$ cat src/rtl/ctrl_code_sequencer_if.sv
// Command/status bundle between the board command logic and the code sequencer.
// The master drives start/abort/mode/hold; the slave returns the control code and status.
interface ctrl_code_sequencer_if #(
   parameter int HOLD_W = 8
);
   logic              start;
   logic              abort;
   logic [1:0]        mode;
   logic [HOLD_W-1:0] hold;
   logic [3:0]        code;
   logic              busy;
   logic              done;

   modport master (
      output start, abort, mode, hold,
      input  code, busy, done
   );

   modport slave (
      input  start, abort, mode, hold,
      output code, busy, done
   );
endinterface

$ cat src/rtl/ctrl_code_sequencer.sv
// Timed reset/enable/operate sequence driving the ALU control-table code {d,c,b,a}.
// All outputs are registered from the next-state decode, so only legal codes ever appear.
module ctrl_code_sequencer #(
   parameter int RST_CYCLES = 4,
   parameter int HOLD_W     = 8
) (
   input logic                  clk,
   input logic                  rst_n,
   ctrl_code_sequencer_if.slave bus
);

   typedef enum logic [2:0] {
      S_IDLE = 3'd0,
      S_RST  = 3'd1,
      S_EN   = 3'd2,
      S_OP   = 3'd3,
      S_FIN  = 3'd4
   } state_t;

   localparam int         CNT_W     = (HOLD_W > 8) ? HOLD_W : 8;
   localparam logic [3:0] C_NEUTRAL = 4'b0100;
   localparam logic [3:0] C_RESET   = 4'b1111;
   localparam logic [3:0] C_ENABLE  = 4'b1010;

   state_t            r_state;
   state_t            w_state_nxt;
   logic [CNT_W-1:0]  r_cnt;
   logic [CNT_W-1:0]  w_cnt_nxt;
   logic [1:0]        r_mode;
   logic [HOLD_W-1:0] r_hold_m1;
   logic [3:0]        r_code;
   logic              r_busy;
   logic              r_done;
   logic [3:0]        w_code_nxt;
   logic              w_busy_nxt;
   logic              w_done_nxt;
   logic              w_start_ok;
   logic              w_rst_last;
   logic              w_op_last;

   function automatic logic [3:0] map_mode(input logic [1:0] mode);
      logic [3:0] code;
      case (mode)
         2'b00:   code = 4'b0000;
         2'b01:   code = 4'b0001;
         2'b10:   code = 4'b0011;
         default: code = 4'b0010;
      endcase
      return code;
   endfunction

   // Store H-1 so the OP comparison never needs a counter wider than HOLD_W.
   function automatic logic [HOLD_W-1:0] hold_minus_one(input logic [HOLD_W-1:0] hold);
      return (hold == '0) ? '0 : hold - HOLD_W'(1);
   endfunction

   assign w_start_ok = (r_state == S_IDLE) && bus.start && !bus.abort;
   assign w_rst_last = (r_cnt == CNT_W'(RST_CYCLES - 1));
   assign w_op_last  = (r_cnt == CNT_W'(r_hold_m1));

   always_ff @(posedge clk or negedge rst_n) begin
      if (!rst_n) begin
         r_state <= S_IDLE;
      end else begin
         r_state <= w_state_nxt;
      end
   end

   always_comb begin
      w_state_nxt = r_state;
      case (r_state)
         S_IDLE: if (w_start_ok) w_state_nxt = S_RST;
         S_RST: begin
            if (bus.abort)       w_state_nxt = S_IDLE;
            else if (w_rst_last) w_state_nxt = S_EN;
         end
         S_EN:   w_state_nxt = bus.abort ? S_IDLE : S_OP;
         S_OP: begin
            if (bus.abort)      w_state_nxt = S_IDLE;
            else if (w_op_last) w_state_nxt = S_FIN;
         end
         S_FIN:   w_state_nxt = S_IDLE;
         default: w_state_nxt = S_IDLE;
      endcase
   end

   always_comb begin
      w_code_nxt = C_NEUTRAL;
      w_busy_nxt = 1'b0;
      w_done_nxt = 1'b0;
      case (w_state_nxt)
         S_RST: begin
            w_code_nxt = C_RESET;
            w_busy_nxt = 1'b1;
         end
         S_EN: begin
            w_code_nxt = C_ENABLE;
            w_busy_nxt = 1'b1;
         end
         S_OP: begin
            w_code_nxt = map_mode(r_mode);
            w_busy_nxt = 1'b1;
         end
         S_FIN:   w_done_nxt = 1'b1;
         default: w_code_nxt = C_NEUTRAL;
      endcase
   end

   // Phase counter restarts on every state change and only advances in timed states.
   always_comb begin
      if (w_state_nxt != r_state) begin
         w_cnt_nxt = '0;
      end else if ((r_state == S_RST) || (r_state == S_OP)) begin
         w_cnt_nxt = r_cnt + CNT_W'(1);
      end else begin
         w_cnt_nxt = '0;
      end
   end

   always_ff @(posedge clk or negedge rst_n) begin
      if (!rst_n) begin
         r_cnt     <= '0;
         r_mode    <= '0;
         r_hold_m1 <= '0;
      end else begin
         r_cnt <= w_cnt_nxt;
         if (w_start_ok) begin
            r_mode    <= bus.mode;
            r_hold_m1 <= hold_minus_one(bus.hold);
         end
      end
   end

   always_ff @(posedge clk or negedge rst_n) begin
      if (!rst_n) begin
         r_code <= C_NEUTRAL;
         r_busy <= 1'b0;
         r_done <= 1'b0;
      end else begin
         r_code <= w_code_nxt;
         r_busy <= w_busy_nxt;
         r_done <= w_done_nxt;
      end
   end

   assign bus.code = r_code;
   assign bus.busy = r_busy;
   assign bus.done = r_done;

endmodule

$ cat src/flat_wrapper.sv
// flat-port wrapper written by rule: the top's interface ports become plain ports
module ctrl_code_sequencer_flat 
#(
   parameter int RST_CYCLES = 4,
   parameter int HOLD_W     = 8
)
  (clk, rst_n, bus_start, bus_abort, bus_mode, bus_hold, bus_code, bus_busy, bus_done);
  ctrl_code_sequencer_if #(.HOLD_W(HOLD_W)) bus_i ();
  input logic clk;
  input logic rst_n;
  input wire logic [$bits(bus_i.start)-1:0] bus_start;
  input wire logic [$bits(bus_i.abort)-1:0] bus_abort;
  input wire logic [$bits(bus_i.mode)-1:0] bus_mode;
  input wire logic [$bits(bus_i.hold)-1:0] bus_hold;
  output wire logic [$bits(bus_i.code)-1:0] bus_code;
  output wire logic [$bits(bus_i.busy)-1:0] bus_busy;
  output wire logic [$bits(bus_i.done)-1:0] bus_done;
  assign bus_i.start = bus_start;
  assign bus_i.abort = bus_abort;
  assign bus_i.mode = bus_mode;
  assign bus_i.hold = bus_hold;
  assign bus_code = bus_i.code;
  assign bus_busy = bus_i.busy;
  assign bus_done = bus_i.done;
  ctrl_code_sequencer #(.RST_CYCLES(RST_CYCLES), .HOLD_W(HOLD_W)) u_core (.clk(clk), .rst_n(rst_n), .bus(bus_i));
endmodule
$ cat config.mk
export PLATFORM = sky130hd
export DESIGN_NAME = ctrl_code_sequencer_flat
export DESIGN_NICKNAME = d
export VERILOG_FILES = /design/src/rtl/ctrl_code_sequencer_if.sv /design/src/rtl/ctrl_code_sequencer.sv /design/src/flat_wrapper.sv
export SDC_FILE = /design/constraint.sdc
export NUM_CORES = 1
export LEC_CHECK = 0
export CAP_MARGIN = 5
export CORE_MARGIN = 3
export CORE_UTILIZATION = 45
export DETAILED_ROUTE_END_ITERATION = 8
export GPL_TIMING_DRIVEN = 0
export PLACE_DENSITY = 0.71
export SYNTH_ARGS = -nofsm -noshare
export SYNTH_HDL_FRONTEND = slang
export SYNTH_SLANG_ARGS = --single-unit
$ cat constraint.sdc
create_clock -name clk -period 4.4 [get_ports clk]
set_input_delay 0.88 -clock clk [delete_from_list [all_inputs] [get_ports clk]]
set_output_delay 0.88 -clock clk [all_outputs]
set_load 0.005 [all_outputs]
## Yosys cells after proc, flatten, opt, wreduce, memory -nomap -nowiden

Cells that the tools add are included.

| operators by class | value |
|---|---|
| add/sub/neg operators | 2 |
| equality and inequality tests | 12 |
| mux-type cells | 14 |
| reduce and logical (&&, ||, !) cells | 8 |

Operators by type and width:

| kind | count |
|---|---|
| $mux 8 | 3 |
| $mux 3 | 5 |
| $eq 3x2->1 const B | 4 |
| $pmux 3 s4 | 1 |
| $pmux 4 s3 | 1 |
| $add 8x1->8 const B | 1 |
| $eq 8x2->1 const B | 1 |
| $eq 8x8->1 | 1 |
| $logic_not 8->1 | 1 |
| $sub 8x1->8 const B | 1 |
| $eq 3x1->1 const B | 2 |
| $pmux 2 s3 | 1 |
| $eq 3x3->1 const B | 1 |
| $logic_not 3->1 | 1 |
| $ne 3x3->1 | 1 |
| $reduce_or 3->1 | 1 |
| $eq 2x1->1 const B | 1 |
| $eq 2x2->1 const B | 1 |
| $logic_and 1x1->1 | 2 |
| $logic_not 2->1 | 1 |
| $mux 1 | 2 |
| $mux 2 | 1 |
| $logic_not 1->1 | 1 |
| $logic_or 1x1->1 | 1 |

| storage, ports and cells | value |
|---|---|
| flip-flop bits (word level) | 27 |
| bits of input ports | 14 |
| output and inout port bits | 6 |
| logic and storage cells | 43 |

## Depth between registers and ports, before layout

| depth | value |
|---|---|
| depth after elaboration | 8 |
| gate-level depth with buffers | 6 |
| depth with buffers taken out | 6 |

## Least setup slack after synthesis

OpenSTA, ideal clock, no wires.

| timing path | value |
|---|---|
| path type | in2reg |
| from | input port bus_hold[3] |
| to | register u_core.r_hold_m1[7] |
| library setup time | 120 ps |
| data arrival time | 1849 ps |
| required time | 4280 ps |
| path slack | 2431 ps |
| cell stages on the path | 4 |
| buffers on the path | 0 |
| cells stage by stage | or4_4 > nor4_4 > mux2i_1 > o21ai_2 |

| on the way | value |
|---|---|
| cells in the longest elaborated chain, start to end | 2 |
| elaborated cells between the ends (all ways) | 3 |
| those cells by class | add/sub: 1; mux: 1; reduce/logical: 1 |

Ends and longest elaborated chain:

| element | line | source |
|---|---|---|
| start, declared | flat_wrapper.sv:14 | `input wire logic [$bits(bus_i.hold)-1:0] bus_hold;` |
| $sub 8x1->8 / $logic_not 8->1 (equally long branches) | ctrl_code_sequencer.sv:54 | `return (hold == '0) ? '0 : hold - HOLD_W'(1);` |
| $mux 8 * | ctrl_code_sequencer.sv:54 |  |
| end signal, assigned | ctrl_code_sequencer.sv:129 | `r_hold_m1 <= hold_minus_one(bus.hold);` |
| end, declared | ctrl_code_sequencer.sv:30 | `logic [HOLD_W-1:0] r_hold_m1;` |

Every way passes the cells marked *; elsewhere a longest branch is shown, timed or not.
A chain may end at the register's enable or synchronous reset.

## Final worst setup path

| timing path | value |
|---|---|
| from | input port bus_hold[0] |
| to | register u_core.r_hold_m1[6] |

The elaborated chain is that of the path after synthesis.

==> metrics.md <==
| Metric | Value |
|---|---|
| Outcome | complete, no violations |
| Type of the worst setup path | in2reg |
| Period Utilization, post-route | 53.1% |
| Quantity of I/O buffers inserted on ports | 19 |
| Full die area | 3790 µm² |
| Clock sinks | 27 |
| Clock skew after layout | 0.0100 ns |
| Clock tree from TritonCTS | done |
| Average instance area after synthesis | 11.0 µm² |
| Number of antenna violations at the first check in global routing | 0 |
| Family with the most delay on the worst path | simple AND/OR/NAND/NOR gates |
| Layout Area Growth over Synthesis | 19.5% |
| Syn nets | 144 |
| Final setup fails | 0 |
| Post-DP HPWL | 1.93 mm |
| Final Routed Wirelength | 2.43 mm |
| Fraction of synthesized cell area in xor and xnor cells | 11.9% |
| Dpl ws | 1.71 ns |
| Area used by multi-input combinational logic | 676 µm² |
| Leakage | 0.000706 µW |
| Class of the tightest hold or removal check | reg2reg |
| Sequential area share after synthesis | 48.8% |
| Cell Area, Synth | 1390 µm² |
| Cell taking the most area after synthesis | sky130_fd_sc_hd__dfrtp_1 |
| Yosys warning count | 0 |
| Dominant combinational cell family by area after synthesis | simple AND/OR/NAND/NOR gates |
| Minimum clock period | 2.33 ns |
| Setup crit end kind | flop |
| Crit path buf inv count | 2 |
| Flip-flop and latch area | 677 µm² |
| Peak fanout along the critical path | 5 |
| Die Height | 61.5 µm |
| Flip-flop and latch count after synthesis | 27 |
| First-pass GRT wire length | 4.04 mm |
| Antenna Diode Count | 0 |
| Worst hold slack | 0.511 ns |
| Unrepaired setup endpoints after global routing | false |
| Post-synthesis async set-or-reset flop share | 100% |
| Std-Cell Rows | 19 |
| CTS Buf Count | 3 |
| Initial core utilization | 48.6% |
| WP data arrival | 2.58 ns |
| Total power density per cell area | 301 nW/µm² |
| First drt pass iteration count | 6 |
| Fraction of layout instances using a drive strength above 1 | 12.0% |
| Adder and majority cell fraction of the synthesized area | 3.61% |
| Residual DRC | 0 |
| Req. time, crit path | 4.65 ns |
| Main synth FF type | sky130_fd_sc_hd__dfrtp_1 |
| Final estimated routing congestion in global placement | 0.724 |
| Vias in the first global route | 936 |
| Post-synthesis compound-gate area fraction | 12.4% |
| Total GRT Usage | 14.5% |
| Final hold vios | 0 |
| Number of nets with antenna violations after detailed routing | 0 |
| Final number of max-transition violations | 0 |
| Net count, final | 169 |
| Post-detailed-route via-to-cell ratio | 5.40 |
| Critical-path cell with the highest stage delay | sky130_fd_sc_hd__nor3b_1 |
| Largest stage delay on the critical path | 0.52 ns |
| Peak clock frequency supported by timing | 428 MHz |
| Largest voltage drop on the vdd net | 0.175 mV |
| Setup slack of the critical path after layout | 2.07 ns |
| Number of buffers added to fix hold violations after cts | 0 |
| GRT overflow | 0 |
| Final Total Pwr | 499 µW |
| Total Negative Setup Slacks | 0 ns |
| Leading post-synthesis cells by cell area | sky130_fd_sc_hd__dfrtp_1 (47%), sky130_fd_sc_hd__xnor2_1 (8.8%), sky130_fd_sc_hd__ha_1 (3.6%) |
| Count of cells resized by post-cts repair | 0 |
| Wire length per cell | 13.4 µm |
| Initial DRC count | 36 |
| Total via count in the routed design | 978 |
| Worst slew pin tran | 0.602 ns |
| Post-Synth Simple-Gate Area | 17.0% |
| Fill cells | 256 |
| Share of Yosys cell area claimed by the top area cell type | 46.9% |
| CP Launch Type | primary input |
| Remaining max-slew budget at the tightest pin | 59.8% |
| Post-layout instance area | 1660 µm² |
| Count of flip-flops with a built-in enable after synthesis | 0 |
| Post-synth cell types | 36 |
| Worst path cell trace | clkdlybuf4s50_1, inv_1, ha_1, nor3b_1, and4b_1, a21oi_1, o21ai_0 |
| Count of max-cap constraint violations | 0 |
| Reg clk slew, reported paths | 0.14 ns |
| Number of standard cells after synthesis | 126 |
| Pin count of the biggest net entering global routing | 28 |
| Insertion delay to the later sink of the worst-skew pair | 0.32 ns |
| Number of levels the H-tree was split into | 1 |
| Multiplexer fraction of the synthesized cell area | 3.79% |
| Core area | 2850 µm² |
| Setup Fix Bufs, Post-CTS | 0 |
| I/O pin count | 20 |
| Root Driver | sky130_fd_sc_hd__clkbuf_4 |
| Post-place instance area | 1620 µm² |
| Buffer levels on the longest clock path | 2 |
| Die Wd | 61.5 µm |
[registers in the layout, summed over array words and instances (netlist names)]
register and count:
u_core.bus.code 4, u_core.bus.busy 1, u_core.r_mode 2, u_core.r_hold_m1 8, u_core.r_cnt 8, u_core.bus.done 1, u_core.r_state 3
[routing by layer]
layer | vias up | track usage, % | share of wire (%)
met5 | - | 0 | 0
met4 | 0 | 5.45 | 1.4
met3 | 4 | 3.14 | 3.9
met2 | 23 | 25.1 | 48
met1 | 456 | 17.6 | 47
li1 | 495 | - | -
[cell usage after synthesis, drive strengths merged, types with 2 or more instances]
cell type and count:
nand2 13, dfrtp 26, and2 2, nor4 2
mux2 2, buf 2, nand4 3, nor3 5
a21oi 8, o21ai 10, and3 2, nand3 4
xnor2 15, xor2 3, mux2i 3, ha 4
nor2 5, inv 5
[path summary, 6_finish.rpt]
| path | start | end | slack, ns | cells after the start |
|---|---|---|---|---|
| worst min register to register | u_core.r_cnt[0] | u_core.r_cnt[0] | 0.51 | 1 |
| worst max-delay path | bus_hold[0] | u_core.r_hold_m1[6] | 2.07 | 7 |
| max in group asynchronous | rst_n | u_core.r_hold_m1[0] | 3.00 | 2 |
| worst max register to register | u_core.r_cnt[0] | u_core.bus.code[0] | 2.72 | 5 |
| worst min-delay path | u_core.r_cnt[0] | u_core.r_cnt[0] | 0.51 | 1 |
| min in group asynchronous | rst_n | u_core.bus.busy | 0.90 | 1 |
[cells in the final DEF (no fill, tap or decap), drive strengths merged, types with 2 or more instances in the layout]
master	synthesis	routed
mux2i	3	3
nor2	5	5
dfrtp	26	26
a21oi	8	8
inv	5	5
ha	4	4
mux2	2	2
clkbuf	0	4
buf	2	3
nor3	5	5
clkdlybuf4s50	0	19
and2	2	2
xnor2	15	15
nand3	4	4
nand2	13	13
o21ai	10	10
nor4	2	2
and3	2	2
xor2	3	3
nand4	3	3
[where the power goes]
part           switching (µW)  internal (µW)  total (µW)
clock network            69.3           35.5         105
registers                17.8            273         290
logic                    50.4           53.1         103
[cells by family (layout without fill, tap and decap cells)]
kind of cell / after synthesis / after routing
simple gates: 41 / 41
flops: 27 / 27
compound gates: 24 / 24
xor+xnor: 18 / 18
buf+inv: 7 / 31
mux: 5 / 5
fa+ha+maj: 4 / 4
[per-stage QoR]
| stage | utilization, % | cells |
|---|---|---|
| final | 58.1 | 181 |
| after global routing | 58.1 | 181 |
| after CTS | 57.6 | 180 |
| after detailed placement | 56.7 | 176 |
| after global placement | 56.7 | 176 |
| after floorplan | - | 126 |
[area by class of cell]
cell class / instances / area share [%]
inverter: 5 / 1.13
clock buffer: 4 / 1.58
buffer: 2 / 0.981
multi-input combinational: 92 / 40.8
sequential: 27 / 40.8
timing repair buffer: 20 / 12.4
tap: 31 / 2.34
Note: power is estimated with default switching activity, not from simulation.
==> RTL edit 1 (same settings) <==
Re-encode `state_t` (5 states) as one-hot, 5 bits wide.
--- a/src/rtl/ctrl_code_sequencer.sv
+++ b/src/rtl/ctrl_code_sequencer.sv
@@ -9,12 +9,12 @@
    ctrl_code_sequencer_if.slave bus
 );
 
-   typedef enum logic [2:0] {
-      S_IDLE = 3'd0,
-      S_RST  = 3'd1,
-      S_EN   = 3'd2,
-      S_OP   = 3'd3,
-      S_FIN  = 3'd4
+   typedef enum logic [4:0] {
+      S_IDLE = 5'b00001,
+      S_RST  = 5'b00010,
+      S_EN   = 5'b00100,
+      S_OP   = 5'b01000,
+      S_FIN  = 5'b10000
    } state_t;
 
    localparam int         CNT_W     = (HOLD_W > 8) ? HOLD_W : 8;
Formal check against the unedited RTL: same outputs for any inputs over 10 cycles, from zero or initial values and one cycle with rst_n low; not proved beyond that.
==> RTL edit 1 against the unedited design <==
Routed wire length grew 10%; cell area grew 9.3%; power is 17% higher; sequential cell count grew 2; sequential share of layout area shrank 0.64 points; worst setup slack got worse by 130 ps; critical endpoint unchanged; clock power up 72%; largest cell class unchanged; synthesized area grew 5.9%.
==> RTL edit 1: results (changes against the unedited design) <==
Routing
  – 1st-pass router iterations: 7 (+1)
  – Number of DRC markers in iteration 0: 59 (+64%)
  – DR vias/cell: 5.10 (-5.6%)
  – Routed wire length: 2.68 mm (+10%)

Setup path
  – R2R depth: 6 (+1)
  – Worst-path fanout max: 4 (-1)
  – CP arrival: 2700 ps (+120 ps)
  – FF-to-FF setup slack: 2450 ps (-270 ps)

Place
  – HPWL Detailed: 2.08 mm (+7.8%)
  – Cell area after placement: 0.00171 mm^2 (+6.0%)
  – Placer Congestion: 0.844 (+17%)

Global route
  – Largest net degree at the start of global routing: 30 (+7.1%)
  – Wire length of the first global-routing pass: 4.63 mm (+15%)
  – All-Layer GR Usage: 0.149 (+0.00338)
  – Vias in the first global route: 1,081 (+15%)

Min path
  – Min-Delay Endpoint: u_core.r_hold_m1[3]
  – Worst hold stages: 2 (+1)
  – Min-delay src: u_core.r_hold_m1[3]

Logic synthesis
  – Sequential share of the synthesized area: 0.496 (+0.00791)
  – Synth Net Count: 165 (+15%)
  – Commonest cells in the netlist: dfrtp_1, nor2_1, nand2_1, xor2_1, inv_1
  – Synth top area cells: dfrtp_1, xor2_1, nor2_1
  – Distinct cells, synth: 35 (-2.8%)

Outcome
  – Status: complete, no violations

Timing
  – Hold_ws: 514 ps (+3.10 ps)
  – Slew of the pin with the lowest slew margin: 597 ps (-4.86 ps)
  – Clock Skews: 10.0 ps (-0.0189 ps)

CTS
  – Clk slew on worst S/H paths: 80 ps (-60 ps)
  – Total CTS buffers: 5 (+2)
  – Maximum clock path buffer count: 2 (unchanged)
  – H-tree depth: 2 (+1)

Pwr
  – Leakage power: 0.843 nW (+19%)
  – Peak supply drop: 0.171 mV (-2.5%)

Cells and area
  – Share of layout cells above drive strength 1: 0.0971 (-0.0229)
## RTL edit 1: cell count changes after synthesis, sizes merged, moves of 3 or more
cell | unedited run | this run
nand4 | 3 | 0
nor2b | 0 | 4
xnor2 | 15 | 6
nor4 | 2 | 5
nor2 | 5 | 19
inv | 5 | 10
a21oi | 8 | 1
xor2 | 3 | 12
## RTL edit 1: report_power, final
group / internal [W] / leakage (nW) / switching [W]
clock network: 0.0000925 / 0.0413 / 0.0000889
registers: 0.000293 / 0.378 / 0.0000191
logic: 0.0000491 / 0.424 / 0.0000432
total: 0.000435 / 0.843 / 0.000151
## RTL edit 1: kinds of logic after synthesis
family	share of synthesized area
buffers and inverters	0.0281
AND/OR/NAND/NOR	0.220
AO/OA/AOI/OAI	0.0928
flip-flops	0.496
XOR/XNOR	0.107
adder cells (fa/ha/maj)	0.0341
multiplexers	0.0221
## RTL edit 1: area by class of cell
class                           count  area [um^2]
Inverter                           10         37.5
Clock buffer                        7         65.1
Timing Repair Buffer               20          218
Clock inverter                      1         5.00
Fill cell                         268         1270
Multi-Input combinational cell    107          699
Buffer                              1         3.75
Tap cell                           44         55.1
Sequential cell                    29          728
## RTL edit 1: worst max-delay path, cell delays in order
cell and delay, ps:
clkdlybuf4s50_1 430, inv_1 70, ha_1 170, nor3b_1 520, nand2_1 160, nor3b_1 250
a21oi_1 70, o21ai_0 150
## RTL edit 1: through the flow
step	instances	utilization	setup slack, ps	power [W]
6_report	219	0.589	1940	0.000586
5_1_grt	219	0.589	1800	0.000622
4_1_cts	218	0.580	1940	0.000593
3_5_place_dp	210	0.557	1600	0.000409
3_3_place_gp	210	0.557	1780	0.000404
2_1_floorplan	147	-	2390	0.000367
## RTL edit 1: how the worst max path moves through the flow
stage	startpoint	endpoint	slack, ps	depth (start not counted)
after global routing	bus_hold[0]	u_core.r_hold_m1[6]	1800	8
final	bus_hold[0]	u_core.r_hold_m1[6]	1940	8
after global placement	bus_hold[0]	u_core.r_hold_m1[6]	1780	8
after CTS	bus_hold[0]	u_core.r_hold_m1[6]	1940	8
after floorplan	bus_hold[0]	u_core.r_hold_m1[6]	2390	7
after detailed placement	bus_hold[0]	u_core.r_hold_m1[6]	1600	8
## RTL edit 1: layer usage
metal,track usage,wire [um],part of all wire,up-vias
met1,0.168,1140,0.43,537
met3,0.0517,125,0.047,2
met5,0,0,0,-
li1,-,-,-,558
met4,0.0661,19,0.0071,0
met2,0.252,1390,0.52,20
==> RTL edit 2 (config.mk and constraints unchanged) <==
Without the edit above. `HOLD_W` is set to 8 in 3 places; all go to 12.
--- a/src/rtl/ctrl_code_sequencer_if.sv
+++ b/src/rtl/ctrl_code_sequencer_if.sv
@@ -1,7 +1,7 @@
 // Command/status bundle between the board command logic and the code sequencer.
 // The master drives start/abort/mode/hold; the slave returns the control code and status.
 interface ctrl_code_sequencer_if #(
-   parameter int HOLD_W = 8
+   parameter int HOLD_W = 12
 );
    logic              start;
    logic              abort;
--- a/src/rtl/ctrl_code_sequencer.sv
+++ b/src/rtl/ctrl_code_sequencer.sv
@@ -2,7 +2,7 @@
 // All outputs are registered from the next-state decode, so only legal codes ever appear.
 module ctrl_code_sequencer #(
    parameter int RST_CYCLES = 4,
-   parameter int HOLD_W     = 8
+   parameter int HOLD_W     = 12
 ) (
    input logic                  clk,
    input logic                  rst_n,
--- a/src/flat_wrapper.sv
+++ b/src/flat_wrapper.sv
@@ -2,7 +2,7 @@
 module ctrl_code_sequencer_flat 
 #(
    parameter int RST_CYCLES = 4,
-   parameter int HOLD_W     = 8
+   parameter int HOLD_W     = 12
 )
   (clk, rst_n, bus_start, bus_abort, bus_mode, bus_hold, bus_code, bus_busy, bus_done);
   ctrl_code_sequencer_if #(.HOLD_W(HOLD_W)) bus_i ();
Ports: changed (resized bus_hold); port bits go from 20 to 24. The function was not compared with the original's and may differ.
==> RTL edit 2 against the unedited design <==
Power up 46%; die area up 28%; global-route usage up 2.1 points; largest power group unchanged; critical endpoint is now u_core.r_hold_m1[10]; worst setup slack better by 37 ps; largest cell class is now multi-input combinational cells; count of clock-buffer cells in the layout up 3; register-to-register slack worse by 30 ps; sequential cell count up 8; first-iteration DRC count rose to 2.6 times the old value; routed wire length up 41%; cell area up 32%; synthesized area up 31%; sequential power up 30%; via count up 39%.
==> RTL edit 2: results (changes against the unedited design) <==
Outcome
  – Status: complete, no violations

Routing
  – Routed wire length: 3.44 mm (+41%)
  – DR vias/cell: 5.24 (-3.1%)
  – Routed wl met3: 118 um (+26%)
  – Wl on met1: 1.60 mm (+42%)
  – Number of DRC markers in iteration 0: 94 (+160%)
  – 1st-pass router iterations: 4 (-2)
  – Met2 WL: 1.63 mm (+39%)
  – Wire per inst: 13.2 um (-1.6%)

CTS
  – Skew-Pair Late Insertion Delay: 290 ps (-30 ps)
  – Clk slew on worst S/H paths: 70 ps (-70 ps)
  – Total CTS buffers: 5 (+2)
  – CTS root buf: clkbuf_8
  – H-tree depth: 2 (+1)
  – Setup Fix Bufs, Post-CTS: 0 (unchanged)

Global route
  – Met3 Use GR: 0.0406 (+0.00913)
  – Met1 Use GR: 0.218 (+0.0420)
  – All-Layer GR Usage: 0.167 (+0.0215)
  – Wire length of the first global-routing pass: 6.39 mm (+58%)
  – Met2 usage: 0.253 (+0.00206)
  – Largest net degree at the start of global routing: 36 (+29%)
  – Vias in the first global route: 1,397 (+49%)

Pwr
  – Peak supply drop: 0.141 mV (-19%)
  – Leakage power: 0.906 nW (+28%)

Logic synthesis
  – Commonest cells in the netlist: dfrtp_1, nand2_1, xnor2_1
  – Syn Inst Count: 181 (+44%)
  – Synth top area cells: dfrtp_1, xnor2_1, nand2_1
  – Synth Net Count: 203 (+41%)
  – Distinct cells, synth: 35 (-2.8%)
  – Sequential share of the synthesized area: 0.483 (-0.00438)
  – Async SR Flop Fraction: 1.00 (unchanged)

Setup path
  – CP arrival: 2480 ps (-100 ps)
  – Worst-path fanout max: 5 (unchanged)

Cells and area
  – Final nets: 233 (+38%)
  – Share of layout cells above drive strength 1: 0.127 (+0.00736)
  – Filler Cell Count: 320 (+25%)
  – Footprint of the multi-input gates: 895 um^2 (+32%)

Place
  – HPWL Detailed: 2.72 mm (+41%)
  – Placer Congestion: 0.797 (+10%)
  – Cell area after placement: 0.00210 mm^2 (+30%)
  – Inst Count DP: 252 (+43%)
  – Worst slack, placed: 1750 ps (+37.1 ps)
  – Port Buffers: 23 (+4)

Timing
  – Slew of the pin with the lowest slew margin: 743 ps (+141 ps)
  – Clock Skews: 7.65 ps (-2.38 ps)
## RTL edit 2: final cells by class
| class | instances | area share |
|---|---|---|
| Tap cell | 48 | 0.0274 |
| Clock inverter | 1 | 0.00228 |
| Sequential cell | 35 | 0.400 |
| Buffer | 3 | 0.00914 |
| Inverter | 6 | 0.0103 |
| Clock buffer | 7 | 0.0394 |
| Timing Repair Buffer | 23 | 0.103 |
| Multi-Input combinational cell | 137 | 0.408 |
## RTL edit 2: cell families (layout without fill, tap and decap cells)
| logic type | Yosys count | after routing | share of synthesized area |
|---|---|---|---|
| mux | 3 | 3 | 0.0166 |
| compound gates | 19 | 19 | 0.0676 |
| xor+xnor | 29 | 29 | 0.140 |
| fa+ha+maj | 4 | 4 | 0.0276 |
| buf+inv | 9 | 40 | 0.0234 |
| simple gates | 82 | 82 | 0.241 |
| flops | 35 | 35 | 0.483 |
## RTL edit 2: critical path, stage by stage
cell and delay, ps:
clkdlybuf4s50_1 460, nor4_2 330, nand2_1 200, nor3b_1 270
mux2i_1 260, o21ai_1 70
## RTL edit 2: report_power, final
group / internal (W) / leakage (nW) / switching, W
Sequential: 0.000353 / 0.455 / 0.0000230
Combinational: 0.0000601 / 0.403 / 0.0000589
Clock: 0.000126 / 0.0482 / 0.000108
Total: 0.000539 / 0.906 / 0.000190
## RTL edit 2: final timing paths
kind,depth (start not counted),slack (ps),endpoint,start
max,6,2100,u_core.r_hold_m1[10],bus_hold[4]
min,2,500,u_core.r_hold_m1[8],u_core.r_hold_m1[8]
max reg2reg,5,2690,u_core.bus.code[0],u_core.r_cnt[4]
min reg2reg,2,500,u_core.r_hold_m1[8],u_core.r_hold_m1[8]
max in group asynchronous,1,3270,u_core.r_hold_m1[7],rst_n
min in group asynchronous,1,650,u_core.bus.busy,rst_n
